### config.mk
export PLATFORM = sky130hd
export DESIGN_NAME = llc_mem_beat_adapter
export DESIGN_NICKNAME = d
export VERILOG_FILES = /design/src/rtl/llc_mem_beat_adapter.sv
export SDC_FILE = /design/constraint.sdc
export NUM_CORES = 1
export LEC_CHECK = 0
export CORE_AREA = 2 2 172 208
export DETAILED_ROUTE_END_ITERATION = 16
export DIE_AREA = 0 0 174 210
export PLACE_DENSITY = 0.66
export SYNTH_ARGS = -nofsm -noshare
export SYNTH_HDL_FRONTEND = slang
export SYNTH_SLANG_ARGS = --single-unit
### constraint.sdc
create_clock -name clk -period 3.1 [get_ports clk]
set_input_delay 0.62 -clock clk [delete_from_list [all_inputs] [get_ports clk]]
set_output_delay 0.62 -clock clk [all_outputs]
set_load 0.01 [all_outputs]
### src/rtl/llc_mem_beat_adapter.sv
// llc_mem_beat_adapter
//
// Bridges the LLC's whole-line memory port to a word-wide external memory bus.
// A line fill becomes one read command followed by WORDS_PER_LINE read-data beats.
// The beats are gathered into a line buffer and returned on mem_rsp_*.
// A write-back becomes WORDS_PER_LINE write beats and produces no response.
// At most one line transaction is in flight.
//
// Optional feature: define LLC_MEM_WACK_EN to hold each write-back until
// bus_wack_valid is seen after the last beat. Without it, bus_wack_valid is unused.
//
// Ports:
//   clk, rst               clock (rising edge), asynchronous active-low reset
//   mem_req_*_i/_o         LLC line request (valid/ready, hwrite, line address, line data)
//   mem_rsp_*_i/_o         LLC line response (valid/ready, filled line)
//   bus_req_*_i/_o         bus beat request (valid/ready, write, byte address, wdata, last)
//   bus_rd_*_i/_o          bus read-data beats (valid/ready, data)
//   bus_wack_valid_i       bus write acknowledge

module llc_mem_beat_adapter #(
  parameter int unsigned WORD_BITS      = 64,
  parameter int unsigned WORDS_PER_LINE = 2,
  parameter int unsigned LINE_ADDR_BITS = 28,
  localparam int unsigned OFF_BITS      = $clog2(WORDS_PER_LINE * WORD_BITS / 8),
  localparam int unsigned LINE          = WORDS_PER_LINE * WORD_BITS,
  localparam int unsigned BADDR         = LINE_ADDR_BITS + OFF_BITS
) (
  input  logic                      clk,
  input  logic                      rst,
  input  logic                      mem_req_valid_i,
  output logic                      mem_req_ready_o,
  input  logic                      mem_req_hwrite_i,
  input  logic [LINE_ADDR_BITS-1:0] mem_req_addr_i,
  input  logic [LINE-1:0]           mem_req_line_i,
  output logic                      mem_rsp_valid_o,
  input  logic                      mem_rsp_ready_i,
  output logic [LINE-1:0]           mem_rsp_line_o,
  output logic                      bus_req_valid_o,
  input  logic                      bus_req_ready_i,
  output logic                      bus_req_write_o,
  output logic [BADDR-1:0]          bus_req_addr_o,
  output logic [WORD_BITS-1:0]      bus_req_wdata_o,
  output logic                      bus_req_last_o,
  input  logic                      bus_rd_valid_i,
  output logic                      bus_rd_ready_o,
  input  logic [WORD_BITS-1:0]      bus_rd_data_i,
  input  logic                      bus_wack_valid_i
);

  localparam int unsigned CntW     = $clog2(WORDS_PER_LINE);
  localparam int unsigned ByteBits = OFF_BITS - CntW;

  typedef enum logic [2:0] {
    StIdle,
    StRdCmd,
    StRdData,
    StRdRsp,
    StWrBeat
`ifdef LLC_MEM_WACK_EN
    , StWrAck
`endif
  } state_e;

  state_e                    state_q, state_d;
  logic [CntW-1:0]           cnt_q, cnt_d;
  logic [LINE_ADDR_BITS-1:0] addr_q, addr_d;
  logic [LINE-1:0]           wline_q, wline_d;  // latched write-back line
  logic [LINE-1:0]           rline_q, rline_d;  // read-data assembly buffer
  logic                      last_beat;
  logic [WORD_BITS-1:0]      wword;

`ifndef LLC_MEM_WACK_EN
  logic unused_wack;
  assign unused_wack = bus_wack_valid_i;
`endif

  assign last_beat      = (cnt_q == CntW'(WORDS_PER_LINE - 1));
  // In the read-command state the counter is 0, so this is the line base address.
  assign bus_req_addr_o = {addr_q, cnt_q, {ByteBits{1'b0}}};
  assign mem_rsp_line_o = rline_q;

  always_comb begin
    wword = '0;
    for (int unsigned k = 0; k < WORDS_PER_LINE; k++) begin
      if (cnt_q == CntW'(k)) wword = wline_q[k*WORD_BITS +: WORD_BITS];
    end
  end

  always_comb begin
    state_d         = state_q;
    cnt_d           = cnt_q;
    addr_d          = addr_q;
    wline_d         = wline_q;
    rline_d         = rline_q;
    mem_req_ready_o = 1'b0;
    mem_rsp_valid_o = 1'b0;
    bus_req_valid_o = 1'b0;
    bus_req_write_o = 1'b0;
    bus_req_last_o  = 1'b0;
    bus_req_wdata_o = '0;
    bus_rd_ready_o  = 1'b0;

    unique case (state_q)
      StIdle: begin
        mem_req_ready_o = 1'b1;
        if (mem_req_valid_i) begin
          addr_d  = mem_req_addr_i;
          wline_d = mem_req_line_i;
          cnt_d   = '0;
          state_d = mem_req_hwrite_i ? StWrBeat : StRdCmd;
        end
      end
      StRdCmd: begin
        bus_req_valid_o = 1'b1;
        bus_req_last_o  = 1'b1;
        if (bus_req_ready_i) state_d = StRdData;
      end
      StRdData: begin
        bus_rd_ready_o = 1'b1;
        if (bus_rd_valid_i) begin
          for (int unsigned k = 0; k < WORDS_PER_LINE; k++) begin
            if (cnt_q == CntW'(k)) rline_d[k*WORD_BITS +: WORD_BITS] = bus_rd_data_i;
          end
          cnt_d = cnt_q + CntW'(1);  // wraps to 0 after the last beat
          if (last_beat) state_d = StRdRsp;
        end
      end
      StRdRsp: begin
        mem_rsp_valid_o = 1'b1;
        if (mem_rsp_ready_i) state_d = StIdle;
      end
      StWrBeat: begin
        bus_req_valid_o = 1'b1;
        bus_req_write_o = 1'b1;
        bus_req_wdata_o = wword;
        bus_req_last_o  = last_beat;
        if (bus_req_ready_i) begin
          cnt_d = cnt_q + CntW'(1);
`ifdef LLC_MEM_WACK_EN
          if (last_beat) state_d = StWrAck;
`else
          if (last_beat) state_d = StIdle;
`endif
        end
      end
`ifdef LLC_MEM_WACK_EN
      StWrAck: begin
        if (bus_wack_valid_i) state_d = StIdle;
      end
`endif
      default: state_d = StIdle;
    endcase
  end

  always_ff @(posedge clk or negedge rst) begin
    if (!rst) begin
      state_q <= StIdle;
      cnt_q   <= '0;
      addr_q  <= '0;
      wline_q <= '0;
      rline_q <= '0;
    end else begin
      state_q <= state_d;
      cnt_q   <= cnt_d;
      addr_q  <= addr_d;
      wline_q <= wline_d;
      rline_q <= rline_d;
    end
  end

endmodule

-- Yosys cells after proc, flatten, opt, wreduce, memory -nomap -nowiden
Index checks and enable logic that the tools add are counted.
- register bits: 288
- input bits: 228
- output and inout bits: 230
- logic and storage cells: 48
- $add $sub $neg: 1
- equality and inequality tests: 11
- muxes and demuxes: 21
- bitwise operators: 1
- reductions and logical operators: 8
- operators with widths (operator ; count):
    64-bit two-way mux ; 2
    3-bit two-way mux ; 8
    3-bit one-hot mux with 5 select lines ; 1
    2-bit != test (second input constant) ; 7
    1-bit two-way mux ; 8
    7-bit AND reduction ; 1
    3-bit by 2-bit == test with 1-bit output (second input constant) ; 2
    3-bit AND reduction ; 2
    4-bit AND reduction ; 1
    3-bit by 1-bit == test with 1-bit output (second input constant) ; 1
    3-bit == test (second input constant) ; 1
    3-bit zero test ; 1
    1-bit one-hot mux with 3 select lines ; 1
    3-bit nonzero test ; 1
    1-bit one-hot mux with 2 select lines ; 1
    2-bit AND reduction ; 1
    2-bit OR reduction ; 1
    1-bit adder (second input constant) ; 1
    1-bit inverter ; 1

-- Logic depth before layout (Yosys ltp)
- depth in word-level cells: 3
- gate-level depth with buffers: 6
- mapped depth without buffers: 3

-- Worst setup path before layout
OpenSTA, ideal clock, no wires.
- kind: reg-to-output
- from: reg state_q[0]
- to: out bus_req_wdata_o[0]
- arrival time: 1.505 ns
- required time: 2.480 ns
- slack: 0.975 ns
- stages on the path, launching flop included: 6
- buffers on the path: 3
- path through: dfrtp_1 -> buf_4 -> or3_1 -> clkbuf_1 -> buf_1 -> nor2_1
- word-level cells in the longest chain between the ends: 2
- RTL lines (item ; line ; RTL):
    start: declaration ; 64 ; state_e state_q, state_d;
    start signal: assignment ; 157 ; state_q <= StIdle;
    start signal: assignment ; 163 ; state_q <= state_d;
    3-bit == test ; 103 ; unique case (state_q)
    64-bit two-way mux ; 103 ;
    end: declaration ; 42 ; output logic [WORD_BITS-1:0] bus_req_wdata_o,
No other way between the ends.

-- Worst setup path in the final report
- from: reg state_q[0]
- to: out bus_req_wdata_o[11]
The elaborated chain is that of the path after synthesis.

==> reports/metrics.cfg <==
[sta]
skew_ps = 6.08
hold_viol_final = 0
fin_tns_setup_ps = 0
worstMarginPinSlew_ps = 567
fin_crit_ps = 3010
period_share_pct = 97.0
max_freq_mhz = 333
slew_headroom_pct = 62.2
slew_viol_final = 0
rsz0062_at_grt = no
finalSetupViolCount = 0

[placed_design]
portBuffers = 453
dp_hpwl_um = 23900
place_congestion = 0.776

[logic_synthesis]
syn_area_um2 = 11900
synth_cell_types = 31
avgSynthCellArea_um2 = 15.1
yosysWarnings = 0
postSynthCellCount = 789
ys_ff_latch = 288
seq_area_frac_synth_pct = 60.4

[power_and_ir_drop]
leakagePower_nw = 8.10
p_per_area_nw_per_um2 = 1000
p_total_mw = 18.3
ir_worst_vdd_mv = 0.551

[worst_setup_path]
critPathLaunchType = register
critPathCaptureType = primary output
crit_type = reg -> out
crit_family = buffers and inverters
crit_arrival_ps = 2390
crit_chain = or3_4, bufbuf_16, nor2_1, clkdlybuf4s50_1
worstPathRequired_ps = 2480
critPathMaxFanout = 32
cp_num_buf_inv = 2
critical_path.max_stage_delay_ps = 540
crit_slowest_cell = clkdlybuf4s50_1

[route]
vias = 8138
drc = 0
postRouteAntennaNets = 0
finalWirelength_um = 32800
routedWlPerCell_um = 18.8
drt-vias-per-instance = 4.67
first_pass_iters = 4
drt_iter0_markers = 215

[final_layout]
utilization_pct = 52.9
nets = 1483
most-common-layout-cells = 429 x clkdlybuf4s50_1, 287 x dfrtp_1, 163 x mux2_1
layout_commonest_cell = clkdlybuf4s50_1
layout-drive-gt1-share_pct = 16.7
area_growth_pct = 53.3

[floorplan]
die_area_um2 = 36500
dieHeight_um = 210
io_pins = 458
start_util_pct = 34.5
die_x_um = 174
core_um2 = 34500
rows = 75

[clocking]
htreeDepth = 1
cts-root-buf = clkbuf_16
cts_buffer_depth = 3
clk_latency_ps = 560
clkSinkCount = 288
cts_tree = done
ctsHoldBuffers = 0
cts_made_buffers = 30
clkTransAtPathRegs_ps = 60

[global_route]
grtUsageTotal_pct = 17.7
gr-total-overflow = 0
grt_pass1_wl_um = 50800
antenna_found_initial = 4
grt_pass1_vias = 8853
grt_max_degree = 71

[status]
status = finished, final reports clean

[run]
cap_violations = 0

[min_path]
hp-class = in -> async

==> repair_timing <==
| item | in CTS | in global routing |
|---|---|---|
| endpoints found under the hold margin | 0 | 0 |
| cloned | 1 | 0 |
| buffers inserted | 0 | 2 |
| setup endpoints to repair | 22 | 21 |
| gates resized for setup | 6 | 21 |
==> flip-flops by register name, indices dropped and copies added, names as in the netlist <==
signal,cells
state_q,3
addr_q,28
cnt_q,1
mem_rsp_line_o,128
wline_q,128
==> final timing paths <==
path	startpoint	cells after the start	slack, ps	to
setup / recovery	state_q[0]$_DFFE_PN0P_	4	90	bus_req_wdata_o[11]
hold / removal	rst	1	10	addr_q[14]$_DFFE_PN0P_
setup reg to reg	state_q[0]$_DFFE_PN0P_	5	940	wline_q[96]$_DFFE_PN0P_
hold reg to reg	mem_rsp_line_o[63]$_DFFE_PN0P_	1	480	mem_rsp_line_o[63]$_DFFE_PN0P_
max in group asynchronous	rst	3	2170	mem_rsp_line_o[20]$_DFFE_PN0P_
min in group clk	mem_rsp_line_o[63]$_DFFE_PN0P_	1	480	mem_rsp_line_o[63]$_DFFE_PN0P_
==> metrics by stage <==
step / hold WS, ps / instance area (um^2) / setup slack [ps] / instances
floorplan: 324 / 11900 / 975 / 791
finish: 10.3 / 18300 / 93.3 / 1743
CTS: 22.8 / 18200 / 23.0 / 1739
global route: 36.2 / 18300 / 0.651 / 1742
detailed placement: 474 / 17000 / 593 / 1682
global placement: 466 / 17000 / 613 / 1682
==> Yosys cell counts <==
cell type    n  area [um^2]
nand2_1      3         11.3
and3_1       1         6.26
mux2_2     121         1360
buf_4        6         45.0
o41ai_1      1         8.76
a22oi_1      1         7.51
a21oi_1      3         15.0
nor4b_1      1         8.76
buf_1        6         22.5
mux2_1     163         1840
or3_1        1         6.26
a2bb2oi_1    1         8.76
nor2b_1      3         18.8
nand3_2      1         10.0
and3b_1      1         8.76
buf_6       22          248
nand3b_1     3         22.5
inv_1        2         7.51
and2_1       1         6.26
xnor2_1      1         8.76
buf_2       13         65.1
nor2_1      68          255
and2_2       1         7.51
nor3b_1      1         7.51
nor3b_2      1         12.5
dfrtp_1    288         7210
clkbuf_1     5         18.8
conb_1       1         3.75
o21ai_0      2         10.0
mux2i_1     66          661
nor3_2       1         10.0
==> area by class of cell <==
type	count	area, um^2
fillers	3040	16300
flip-flops and latches	288	7210
repair buffers	484	5000
multi-input cells	449	4340
clock buffers	40	880
well taps	462	578
clock inverters	16	262
inverters	2	7.51
diodes	2	5.00
==> metal layers <==
metal | vias to the layer above | part of all wire (%) | wire (um) | GRT usage [%]
li1 | 3708 | - | - | -
met4 | 4 | 2.5 | 804 | 5.33
met5 | - | 0.092 | 30 | 0
met3 | 45 | 8.9 | 2910 | 6.04
met1 | 4061 | 38 | 12400 | 19.6
met2 | 320 | 51 | 16700 | 32.2
==> report_power, final <==
group,switching (mW),internal [mW]
logic,3.11,4.59
registers,0.928,5.64
clock network,1.51,2.57
total,5.55,12.8
==> worst register-to-register path, stage by stage (launching register included) <==
cell and delay, ps:
dfrtp_1 380, buf_4 170, nor3_2 290, and2_4 540, buf_4 310, mux2_2 350
==> cells by family after synthesis <==
kind of cell              after synthesis  synth area share, %
buffers and inverters                  54                 3.41
DFF                                   288                 60.4
other                                   1               0.0314
AOI/OAI and AO/OA                       8                0.420
muxes                                 350                 32.4
xor gates and xnor gates                1               0.0735
and+or+nand+nor                        87                 3.28
(Power assumes the default switching activity.)
